File: src/rtl/tlb_pkg.sv
// Shared types and helpers for the fully associative TLB.
// Optional feature macro: TLB_ASID_EN (ASID-tagged entries with a global bit).
package tlb_pkg;

  typedef enum logic [1:0] {
    ST_IDLE   = 2'd0,
    ST_LOOKUP = 2'd1,
    ST_WALK   = 2'd2
  } tlb_state_e;

  localparam int unsigned FAULT_CAUSE_W = 2;

  typedef logic [FAULT_CAUSE_W-1:0] fault_cause_t;

  localparam fault_cause_t FAULT_NONE = 2'd0;
  localparam fault_cause_t FAULT_WALK = 2'd1;
  localparam fault_cause_t FAULT_PERM = 2'd2;

  // Page-number width left after removing the untranslated page offset.
  function automatic int unsigned page_num_width(input int unsigned addr_w,
                                                 input int unsigned offset_w);
    return addr_w - offset_w;
  endfunction

endpackage

File: src/rtl/tlb_victim_select.sv
// Replacement victim: lowest-index invalid entry, else a round-robin pointer.
module tlb_victim_select #(
  parameter int unsigned N_LINES = 8,
  parameter int unsigned IDX_W   = $clog2(N_LINES)
) (
  input  logic               clk,
  input  logic               rst,
  input  logic [N_LINES-1:0] valid,
  input  logic               advance,
  input  logic               clear,
  output logic [IDX_W-1:0]   victim_c
);

  logic             free_c;
  logic [IDX_W-1:0] free_idx_c;
  logic [IDX_W-1:0] ptr_q;

  // Priority-encode the lowest invalid entry.
  always_comb begin
    free_c     = 1'b0;
    free_idx_c = '0;
    for (int i = 0; i < N_LINES; i++) begin
      if (!valid[i] && !free_c) begin
        free_c     = 1'b1;
        free_idx_c = IDX_W'(i);
      end
    end
  end

  assign victim_c = free_c ? free_idx_c : ptr_q;

  // Pointer moves only when it actually chose the victim; wraps since N_LINES is a power of two.
  always_ff @(posedge clk) begin
    if (rst || clear) begin
      ptr_q <= '0;
    end else if (advance && !free_c) begin
      ptr_q <= ptr_q + IDX_W'(1);
    end
  end

endmodule

File: src/rtl/tlb_walk_assoc.sv
// Fully associative TLB with write-permission check, flushes and walker refill.
// Optional feature macro: TLB_ASID_EN (per-entry ASID and global bit).
module tlb_walk_assoc
  import tlb_pkg::*;
#(
  parameter int unsigned N_LINES     = 8,
  parameter int unsigned VA_WIDTH    = 32,
  parameter int unsigned PA_WIDTH    = 32,
  parameter int unsigned PAGE_OFFSET = 12,
  parameter int unsigned ASID_WIDTH  = 4
) (
  input  logic                            clk,
  input  logic                            rst,
  input  logic                            i_req_valid,
  output logic                            o_req_ready,
  input  logic [VA_WIDTH-1:0]             i_req_vaddr,
  input  logic                            i_req_write,
  input  logic [ASID_WIDTH-1:0]           i_req_asid,
  output logic                            o_resp_valid,
  output logic [PA_WIDTH-1:0]             o_resp_paddr,
  output logic                            o_resp_fault,
  output logic                            o_walk_req_valid,
  output logic [VA_WIDTH-PAGE_OFFSET-1:0] o_walk_req_vpn,
  input  logic                            i_walk_resp_valid,
  input  logic [PA_WIDTH-PAGE_OFFSET-1:0] i_walk_resp_ppn,
  input  logic                            i_walk_resp_writable,
  input  logic                            i_walk_resp_global,
  input  logic                            i_walk_resp_error,
  input  logic                            i_flush_all,
  input  logic                            i_flush_vpn_valid,
  input  logic [VA_WIDTH-PAGE_OFFSET-1:0] i_flush_vpn
);

  localparam int unsigned VPN_W = page_num_width(VA_WIDTH, PAGE_OFFSET);
  localparam int unsigned PPN_W = page_num_width(PA_WIDTH, PAGE_OFFSET);
  localparam int unsigned IDX_W = $clog2(N_LINES);

  tlb_state_e             state_q;
  logic [VPN_W-1:0]       req_vpn;
  logic [PAGE_OFFSET-1:0] req_off;
  logic                   req_write;

  logic [N_LINES-1:0]     ent_valid;
  logic [VPN_W-1:0]       ent_vpn      [N_LINES];
  logic [PPN_W-1:0]       ent_ppn      [N_LINES];
  logic                   ent_writable [N_LINES];

`ifdef TLB_ASID_EN
  logic [ASID_WIDTH-1:0]  req_asid;
  logic [ASID_WIDTH-1:0]  ent_asid     [N_LINES];
  logic                   ent_global   [N_LINES];
`else
  logic                   unused_asid_c;
  assign unused_asid_c = ^{i_req_asid, i_walk_resp_global};
`endif

  logic [N_LINES-1:0]     match_c;
  logic                   hit_c;
  logic [IDX_W-1:0]       hit_idx_c;
  fault_cause_t           hit_cause_c;
  fault_cause_t           walk_cause_c;
  logic                   install_c;
  logic [IDX_W-1:0]       victim_c;

  // Per-entry tag match against the registered request.
  always_comb begin
    match_c = '0;
    for (int i = 0; i < N_LINES; i++) begin
`ifdef TLB_ASID_EN
      match_c[i] = ent_valid[i] && (ent_vpn[i] == req_vpn) &&
                   (ent_global[i] || (ent_asid[i] == req_asid));
`else
      match_c[i] = ent_valid[i] && (ent_vpn[i] == req_vpn);
`endif
    end
  end

  // Lowest matching index wins should duplicates ever exist.
  always_comb begin
    hit_c     = 1'b0;
    hit_idx_c = '0;
    for (int i = 0; i < N_LINES; i++) begin
      if (match_c[i] && !hit_c) begin
        hit_c     = 1'b1;
        hit_idx_c = IDX_W'(i);
      end
    end
  end

  // Fault causes for a hit and for a walker reply.
  always_comb begin
    hit_cause_c  = FAULT_NONE;
    walk_cause_c = FAULT_NONE;
    if (req_write && !ent_writable[hit_idx_c]) begin
      hit_cause_c = FAULT_PERM;
    end
    if (i_walk_resp_error) begin
      walk_cause_c = FAULT_WALK;
    end else if (req_write && !i_walk_resp_writable) begin
      walk_cause_c = FAULT_PERM;
    end
  end

  // A coincident flush covering the new entry cancels the install.
  assign install_c = (state_q == ST_WALK) && i_walk_resp_valid && !i_walk_resp_error &&
                     !i_flush_all && !(i_flush_vpn_valid && (i_flush_vpn == req_vpn));

  tlb_victim_select #(
    .N_LINES (N_LINES),
    .IDX_W   (IDX_W)
  ) u_victim (
    .clk      (clk),
    .rst      (rst),
    .valid    (ent_valid),
    .advance  (install_c),
    .clear    (i_flush_all),
    .victim_c (victim_c)
  );

  // Request/walk FSM with registered handshake and response outputs.
  always_ff @(posedge clk) begin
    if (rst) begin
      state_q          <= ST_IDLE;
      o_req_ready      <= 1'b0;
      o_resp_valid     <= 1'b0;
      o_resp_paddr     <= '0;
      o_resp_fault     <= 1'b0;
      o_walk_req_valid <= 1'b0;
      o_walk_req_vpn   <= '0;
      req_vpn          <= '0;
      req_off          <= '0;
      req_write        <= 1'b0;
`ifdef TLB_ASID_EN
      req_asid         <= '0;
`endif
    end else begin
      o_resp_valid <= 1'b0;
      case (state_q)
        ST_IDLE: begin
          o_req_ready <= 1'b1;
          if (i_req_valid && o_req_ready) begin
            req_vpn     <= i_req_vaddr[VA_WIDTH-1:PAGE_OFFSET];
            req_off     <= i_req_vaddr[PAGE_OFFSET-1:0];
            req_write   <= i_req_write;
`ifdef TLB_ASID_EN
            req_asid    <= i_req_asid;
`endif
            o_req_ready <= 1'b0;
            state_q     <= ST_LOOKUP;
          end
        end
        ST_LOOKUP: begin
          if (hit_c) begin
            o_resp_valid <= 1'b1;
            o_resp_paddr <= {ent_ppn[hit_idx_c], req_off};
            o_resp_fault <= (hit_cause_c != FAULT_NONE);
            o_req_ready  <= 1'b1;
            state_q      <= ST_IDLE;
          end else begin
            o_walk_req_valid <= 1'b1;
            o_walk_req_vpn   <= req_vpn;
            state_q          <= ST_WALK;
          end
        end
        ST_WALK: begin
          if (i_walk_resp_valid) begin
            o_walk_req_valid <= 1'b0;
            o_resp_valid     <= 1'b1;
            o_resp_paddr     <= i_walk_resp_error ? '0 : {i_walk_resp_ppn, req_off};
            o_resp_fault     <= (walk_cause_c != FAULT_NONE);
            o_req_ready      <= 1'b1;
            state_q          <= ST_IDLE;
          end
        end
        default: begin
          state_q <= ST_IDLE;
        end
      endcase
    end
  end

  // Valid bits: flushes clear, a surviving install sets the victim.
  always_ff @(posedge clk) begin
    if (rst) begin
      ent_valid <= '0;
    end else begin
      for (int i = 0; i < N_LINES; i++) begin
        if (i_flush_all || (i_flush_vpn_valid && (ent_vpn[i] == i_flush_vpn))) begin
          ent_valid[i] <= 1'b0;
        end
      end
      if (install_c) begin
        ent_valid[victim_c] <= 1'b1;
      end
    end
  end

  // Entry payload, written only on install.
  always_ff @(posedge clk) begin
    if (install_c) begin
      ent_vpn[victim_c]      <= req_vpn;
      ent_ppn[victim_c]      <= i_walk_resp_ppn;
      ent_writable[victim_c] <= i_walk_resp_writable;
`ifdef TLB_ASID_EN
      ent_asid[victim_c]     <= req_asid;
      ent_global[victim_c]   <= i_walk_resp_global;
`endif
    end
  end

endmodule

File: config.mk
export PLATFORM = sky130hd
export DESIGN_NAME = tlb_walk_assoc
export DESIGN_NICKNAME = d
export VERILOG_FILES = /design/src/rtl/tlb_pkg.sv /design/src/rtl/tlb_victim_select.sv /design/src/rtl/tlb_walk_assoc.sv
export SDC_FILE = /design/constraint.sdc
export NUM_CORES = 1
export LEC_CHECK = 0
export ABC_AREA = 1
export ABC_CLOCK_PERIOD_IN_PS = 8150
export CORE_AREA = 4 4 157 219
export CTS_BUF_LIST = sky130_fd_sc_hd__clkbuf_8
export DETAILED_ROUTE_END_ITERATION = 8
export DIE_AREA = 0 0 161 223
export PLACE_DENSITY = 0.89
export RECOVER_POWER = 50
export SYNTH_ARGS = -nofsm -noshare
export SYNTH_HDL_FRONTEND = slang
export SYNTH_HIERARCHICAL = 1
export SYNTH_SLANG_ARGS = --single-unit
File: constraint.sdc
create_clock -name clk -period 8.15 [get_ports clk]
set_clock_uncertainty 0.2 [all_clocks]
set_input_delay 1.63 -clock clk [delete_from_list [all_inputs] [get_ports clk]]
set_output_delay 1.63 -clock clk [all_outputs]
set_load 0.005 [all_outputs]
; Yosys cells after proc, flatten, opt, wreduce, memory -nomap -nowiden
; Memories as Yosys holds them, arrays and structs flattened.
; Index checks and enable logic that the tools add are counted.
; Widths: inputs -> output; s select.
[word_totals]
inputBits = 86
word_cells = 205
mem_bits_rw = 328
out_inout_bits = 56
mem_count = 3
regBits = 102
[mem_list]
columns = memory, depth, width, read_ports, rd_ports_with_merged_regs, wr, line_no
row1 = ent_ppn, 8, 20, 1, 0, 1, tlb_walk_assoc.sv:45  ; logic [PPN_W-1:0] ent_ppn [N_LINES];
row2 = ent_vpn, 8, 20, 8, 0, 1, tlb_walk_assoc.sv:44  ; logic [VPN_W-1:0] ent_vpn [N_LINES];
row3 = ent_writable, 8, 1, 1, 0, 1, tlb_walk_assoc.sv:46  ; logic ent_writable [N_LINES];
[op_classes]
order_cmp = 2
bitwise_logic = 2
muxes = 76
eq_ne = 23
n_reduce_logical = 86
addsub = 1
[ops]
columns = op, count
row1 = $eq 20x20->1, 17
row2 = $mux 32, 3
row3 = $pmux 32 s2, 1
row4 = $mux 1, 46
row5 = $logic_and 1x1->1, 40
row6 = $mux 3, 11
row7 = $logic_not 1->1, 26
row8 = $mux 2, 8
row9 = $logic_or 1x1->1, 9
row10 = $reduce_and 3->1, 3
row11 = $mux 8, 1
row12 = $ne 2x2->1 const B, 4
row13 = $or 8x8->8, 1
row14 = $pmux 1 s2, 3
row15 = $pmux 2 s3, 1
row16 = $reduce_and 2->1, 3
row17 = $reduce_bool 2->1, 3
row18 = $lt 3x4->1 const B, 1
row19 = $add 3x1->3 const B, 1
row20 = $demux 1 s3, 1
row21 = $ge 3x1->1 const B, 1
row22 = $pmux 1 s3, 1
row23 = $reduce_bool 3->1, 1
row24 = $eq 2x1->1 const B, 1
row25 = other kinds (3), 3

; Logic depth before layout (Yosys ltp)
; An unclocked memory read counts as a cell.
[depth]
ltp_word = 32
depth_mapped = 23
ltp_nobuf = 19

; Modules after synthesis
; Netlist, hierarchy kept.
[by_module_without_submodules]
columns = module, area_per_inst_um2, cells_per_inst, n_inst, seq_area_each_um2
row1 = tlb_walk_assoc, 20569.7, 2198, 1, 11831.3
row2 = tlb_victim_select, 286.5, 38, 1, 60.1

; Worst setup path before layout
; No wires, ideal clock.
[synth_timing]
kind = input to register
start = in i_flush_vpn[9]
end = mem ent_ppn[1][0] (netlist bit) (enable)
cell_stages = 10
n_path_buf = 1
setup_slack_ns = 3.791
arrival_time_ns = 3.763
required_ns = 7.555
path_cell_list = clkbuf_1 > clkinv_1 > o22ai_1 > a221oi_1 > and3_1 > nand3_1 > nand2_1 > nor2_1 > nand2_1 > inv_1
[synth_via]
elab_chain_cells = 6
[synth_lines]
columns = item, line_no
row1 = start: declaration, tlb_walk_assoc.sv:31  ; input logic [VA_WIDTH-PAGE_OFFSET-1:0] i_flush_vpn
row2 = $eq 20x20->1, tlb_walk_assoc.sv:106  ; !i_flush_all && !(i_flush_vpn_valid && (i_flush_vpn == req_vpn));
row3 = $logic_and 1x1->1, tlb_walk_assoc.sv:106
row4 = $logic_not 1->1, tlb_walk_assoc.sv:106
row5 = $logic_and 1x1->1, tlb_walk_assoc.sv:106
row6 = $mux 1, tlb_walk_assoc.sv:200  ; if (install_c) begin
row7 = $mux 1 (not written as such), tlb_walk_assoc.sv:202  ; ent_ppn[victim_c] <= i_walk_resp_ppn;
row8 = end: declaration, tlb_walk_assoc.sv:45
; No other way between the ends.

; Worst setup path after layout
[layout_timing]
start = reg req_vpn[7]
end = reg o_resp_paddr[26]
[layout_via]
elab_chain_cells = 27
word_cells_on_any_way = 50
[layout_lines]
columns = item, line_no
row1 = start: declaration, tlb_walk_assoc.sv:39  ; logic [VPN_W-1:0] req_vpn;
row2 = start signal: assignment, tlb_walk_assoc.sv:142  ; req_vpn <= i_req_vaddr[VA_WIDTH-1:PAGE_OFFSET];
row3 = $eq 20x20->1, tlb_walk_assoc.sv:73  ; match_c[i] = ent_valid[i] && (ent_vpn[i] == req_vpn);
row4 = $logic_and 1x1->1, tlb_walk_assoc.sv:73
row5 = $mux 1, tlb_walk_assoc.sv:83  ; if (match_c[i] && !hit_c) begin
row6 = $logic_not 1->1, tlb_walk_assoc.sv:83
row7 = $logic_and 1x1->1, tlb_walk_assoc.sv:83
row8 = $mux 1, tlb_walk_assoc.sv:83
row9 = $logic_not 1->1, tlb_walk_assoc.sv:83
row10 = $logic_and 1x1->1, tlb_walk_assoc.sv:83
row11 = [... 11 more ...], --
row12 = $logic_and 1x1->1, tlb_walk_assoc.sv:83
row13 = $mux 1, tlb_walk_assoc.sv:83
row14 = $logic_not 1->1, tlb_walk_assoc.sv:83
row15 = $logic_and 1x1->1, tlb_walk_assoc.sv:83
row16 = $mux 3, tlb_walk_assoc.sv:83
row17 = $mem_v2 8x20, --
row18 = $mux 32, tlb_walk_assoc.sv:153  ; if (hit_c) begin
row19 = $pmux 32 s2, tlb_walk_assoc.sv:138  ; case (state_q)
row20 = end signal: assignment, tlb_walk_assoc.sv:155  ; o_resp_paddr <= {ent_ppn[hit_idx_c], req_off};
row21 = end signal: assignment, tlb_walk_assoc.sv:169  ; o_resp_paddr <= i_walk_resp_error ? '0 : {i_walk_resp_ppn, req_off};
row22 = end: declaration, tlb_walk_assoc.sv:20  ; output logic [PA_WIDTH-1:0] o_resp_paddr,
; Parallel ways exist; a longest one is shown, timed or not. The select of a mux whose other input is x is not followed.
; A chain may end at the register's enable or synchronous reset.

==> metrics.cfg <==
[outcome]
outcome=finished, final reports clean

[critical_path]
worst_ep_arrival_time_ns=5.87
path_max_fanout=43
crit_type=flip-flop to flip-flop
setup.worst_path.end_class=flip-flop
timing.reg2reg.setup_slack_ns=2.56
timing.critical_path.required_ns=8.43
sort_of_element_at_the_start_of_the_critical_path=flip-flop

[sta]
timing_hold_violations_final=0
timing.final.setup_violations=0
rsz_0062_raised_after_global_routing=false
worst_slew_pin_slew_ns=1.430
slew_headroom_pct=4.687
final.min_clock_period_ns=5.587
final.setup.tns_ns=0
final-max-slew-violation-count=0
period_share_pct=68.55
maxClockFrequency_mhz=179.0

[clock_tree]
clk_root_buffer_cell=sky130_fd_sc_hd__clkbuf_8
tritoncts.num_buffers=59
cts_num_sinks=430
clkTransAtPathRegs_ns=0.07
holdBufCountCts=0
htree_num_levels=2
cts_setup_buffers=0
tritoncts=done
cts-resized-gates=0
cts_max_path_buffers=3
clock_insertion_delay_worst_skew_ns=0.63

[yosys]
syn-cell-area_um2=20860
postSynthRegisterBits=430
synthDominantAreaCellType=sky130_fd_sc_hd__edfxtp_1
synth.net_count=2327
yosysSeqAreaShare_pct=57.02
yosys_warnings=6
synth_enable_flop_cells=328
ys_types=48
synth-async-reset-ratio_pct=0
average_cell_area_after_synthesis_um2=9.327
synth_top_cell_area_share_pct=47.23
ys_dominant_reg_cell=sky130_fd_sc_hd__edfxtp_1
top_cells_by_area_synth=sky130_fd_sc_hd__edfxtp_1 (47%), sky130_fd_sc_hd__dfxtp_1 (9.8%), sky130_fd_sc_hd__nand2_1 (7.2%)
postSynthCellCount=2236

[placed_design]
dp_cells=2723
place.detailed.hpwl_um=46570
portBuffers=136
placed_area_um2=22320
globalplace.congestion=1.102

[finish]
drive_above_1_share_pct=6.773
final_core_utilization_pct=72.53
ff_latch_area_um2=11890
insertedDiodeCount=0
flow.area_growth_from_synthesis_pct=12.68
layout.nets=2435
final_cells=2832
multiInputGateArea_um2=7079
postLayoutCellArea_um2=23500
fillCellCount=2211

[drt]
routed_wirelength_um=71650
vias_per_cell=6.288
firstDrtPassIters=6
routed_wire_length_per_instance_um=25.30
drt-initial-drc-count=2327
num_vias=17810
antenna_violating_nets_post_route=0
post-route-drc-count=0

[grt]
grtUsageMet2_pct=66.32
grt_util_met1_pct=44.18
gr-total-overflow=0
groute.usage.overall_pct=39.33
grt_max_degree=85
via_count_of_the_first_global_routing_pass=17570
antenna_found_initial=0
global_route_wire_length_before_repair_um=106100
met3_usage_pct=7.004
most_crowded_layer_gr=met2

[floorplanning]
dieHeight_um=223
total_die_area_um2=35900
core_area_um2=32400
floorplan.die.width_um=161
initial_utilization_pct=64.37
total_i_o_pin_count=142
placementRows=78

[power_and_ir_drop]
vdd_ir_drop_max_mv=0.2905
power.leakage_nw=9.633
pwr_density_nw_per_um2=242.3
total_power_mw=5.694

[hold_path]
worst_hold_path_type=flip-flop to flip-flop

[flow_run]
cap_viol_max_count=0

## critical path, stage by stage (launching register included)
cell                       delay [ns]
sky130_fd_sc_hd__dfxtp_1         0.32
sky130_fd_sc_hd__clkbuf_1        1.04
sky130_fd_sc_hd__clkinv_1        0.98
sky130_fd_sc_hd__nand2_1         0.21
sky130_fd_sc_hd__o21ai_0         0.11
sky130_fd_sc_hd__nor2_1          0.10
sky130_fd_sc_hd__nand2_1         0.10
sky130_fd_sc_hd__nor2_1          0.14
sky130_fd_sc_hd__nand3_2         0.13
sky130_fd_sc_hd__nand2_2         0.13
sky130_fd_sc_hd__nor2_4          0.05
sky130_fd_sc_hd__nand3_2         0.09
sky130_fd_sc_hd__a21oi_4         0.06
sky130_fd_sc_hd__nor2_4          0.08
sky130_fd_sc_hd__buf_4           0.46
sky130_fd_sc_hd__inv_2           0.51
sky130_fd_sc_hd__nand3_1         0.23
sky130_fd_sc_hd__nand3_1         0.10
sky130_fd_sc_hd__nand3_1         0.19
sky130_fd_sc_hd__a21oi_1         0.12
## area by class of cell
cell class                 instances  share of cell area, %
clock buffer                      63                  3.690
inverter                         311                  4.968
multi-input combinational       1371                  30.12
tap                              440                  2.343
clock inverter                    46                  1.635
sequential                       430                  50.60
timing repair buffer             171                  6.639
## stage by stage
step | hold slack [ns] | setup WS (ns)
finish | 0.2972 | 2.563
global route | 0.3279 | 2.431
CTS | 0.2972 | 3.051
detailed placement | 0.2746 | 2.394
global placement | 0.2737 | 2.476
floorplan | 0.2508 | 3.791
## worst paths after layout
path / startpoint / cells after the start / to
max: req_vpn[7]$_SDFFE_PP0P_ / 19 / o_resp_paddr[26]$_SDFFE_PP0P_
min: o_walk_req_valid$_SDFFE_PP0P_ / 2 / o_walk_req_valid$_SDFFE_PP0P_
max reg2reg: req_vpn[7]$_SDFFE_PP0P_ / 19 / o_resp_paddr[26]$_SDFFE_PP0P_
min reg2reg: o_walk_req_valid$_SDFFE_PP0P_ / 2 / o_walk_req_valid$_SDFFE_PP0P_
## sequential cells by signal (all words and copies together) (netlist names)
name and count:
o_req_ready 1, o_walk_req_valid 1, o_resp_valid 1, o_resp_paddr 32, ent_valid 8, o_walk_req_vpn 20, ent_vpn 160, ent_ppn 160
state_q 2, ent_writable 8, o_resp_fault 1, req_vpn 20, req_write 1, u_victim/ptr_q 3, req_off 12
## synth_stat cells (24+ instances only)
library cell	instances
sky130_fd_sc_hd__nand2_1	401
sky130_fd_sc_hd__nor2_1	141
sky130_fd_sc_hd__o21ai_1	37
sky130_fd_sc_hd__inv_1	280
sky130_fd_sc_hd__edfxtp_1	328
sky130_fd_sc_hd__nand3_1	235
sky130_fd_sc_hd__clkbuf_1	46
sky130_fd_sc_hd__buf_2	32
sky130_fd_sc_hd__o21ai_0	98
sky130_fd_sc_hd__a21oi_1	118
sky130_fd_sc_hd__dfxtp_1	102
sky130_fd_sc_hd__o22ai_1	88
sky130_fd_sc_hd__xor2_1	61
sky130_fd_sc_hd__inv_2	25
sky130_fd_sc_hd__xnor2_1	40
sky130_fd_sc_hd__buf_4	24
## per-layer routing
| metal | wire length (µm) | share of wire, % | vias up |
|---|---|---|---|
| met1 | 22680 | 32 | 8359 |
| met5 | 0 | 0 | - |
| met4 | 7041 | 9.8 | 0 |
| met2 | 34830 | 49 | 1306 |
| met3 | 7089 | 9.9 | 344 |
| li1 | - | - | 7800 |
## cells in the final DEF, fill, tap and decap left out, types with 4 or more instances in the layout
cell	synthesis	routed
sky130_fd_sc_hd__nor2_4	4	4
sky130_fd_sc_hd__o2111ai_1	5	5
sky130_fd_sc_hd__nand3b_1	22	22
sky130_fd_sc_hd__nor2_1	141	140
sky130_fd_sc_hd__nand3_1	235	236
sky130_fd_sc_hd__clkbuf_1	46	17
sky130_fd_sc_hd__nand2_1	401	401
sky130_fd_sc_hd__nand3_2	6	5
sky130_fd_sc_hd__a21oi_1	118	118
sky130_fd_sc_hd__dlygate4sd3_1	0	78
sky130_fd_sc_hd__inv_1	280	282
sky130_fd_sc_hd__clkinv_1	6	19
sky130_fd_sc_hd__o211ai_1	8	8
sky130_fd_sc_hd__a2111oi_0	10	10
sky130_fd_sc_hd__nand4_1	14	14
sky130_fd_sc_hd__buf_4	24	18
sky130_fd_sc_hd__nor4_1	19	19
sky130_fd_sc_hd__clkbuf_8	0	63
sky130_fd_sc_hd__edfxtp_1	328	328
sky130_fd_sc_hd__clkdlybuf4s50_1	0	58
sky130_fd_sc_hd__xnor2_1	40	40
sky130_fd_sc_hd__nor3_1	22	22
sky130_fd_sc_hd__nand2_2	4	4
sky130_fd_sc_hd__bufinv_16	0	7
sky130_fd_sc_hd__ha_1	5	5
sky130_fd_sc_hd__clkinv_2	0	12
sky130_fd_sc_hd__o21ai_1	37	37
sky130_fd_sc_hd__dfxtp_1	102	102
sky130_fd_sc_hd__o22ai_1	88	88
sky130_fd_sc_hd__a221oi_1	9	9
sky130_fd_sc_hd__inv_2	25	34
sky130_fd_sc_hd__xor2_1	61	61
sky130_fd_sc_hd__o21ai_0	98	98
## logic make-up after synthesis
| family | share of synthesized area, % |
|---|---|
| flip-flops | 57.02 |
| adder cells (fa/ha/maj) | 0.3000 |
| buffers and inverters | 9.065 |
| XOR/XNOR | 4.241 |
| AND/OR/NAND/NOR | 18.83 |
| AO/OA/AOI/OAI | 10.55 |
## where the power goes
part	internal [mW]	switching (mW)	total (mW)
clock	0.941	0.831	1.77
sequential	2.55	0.122	2.68
combinational	0.401	0.844	1.24
total	3.90	1.80	5.69
No activity file was read; power rests on OpenSTA's default activity.
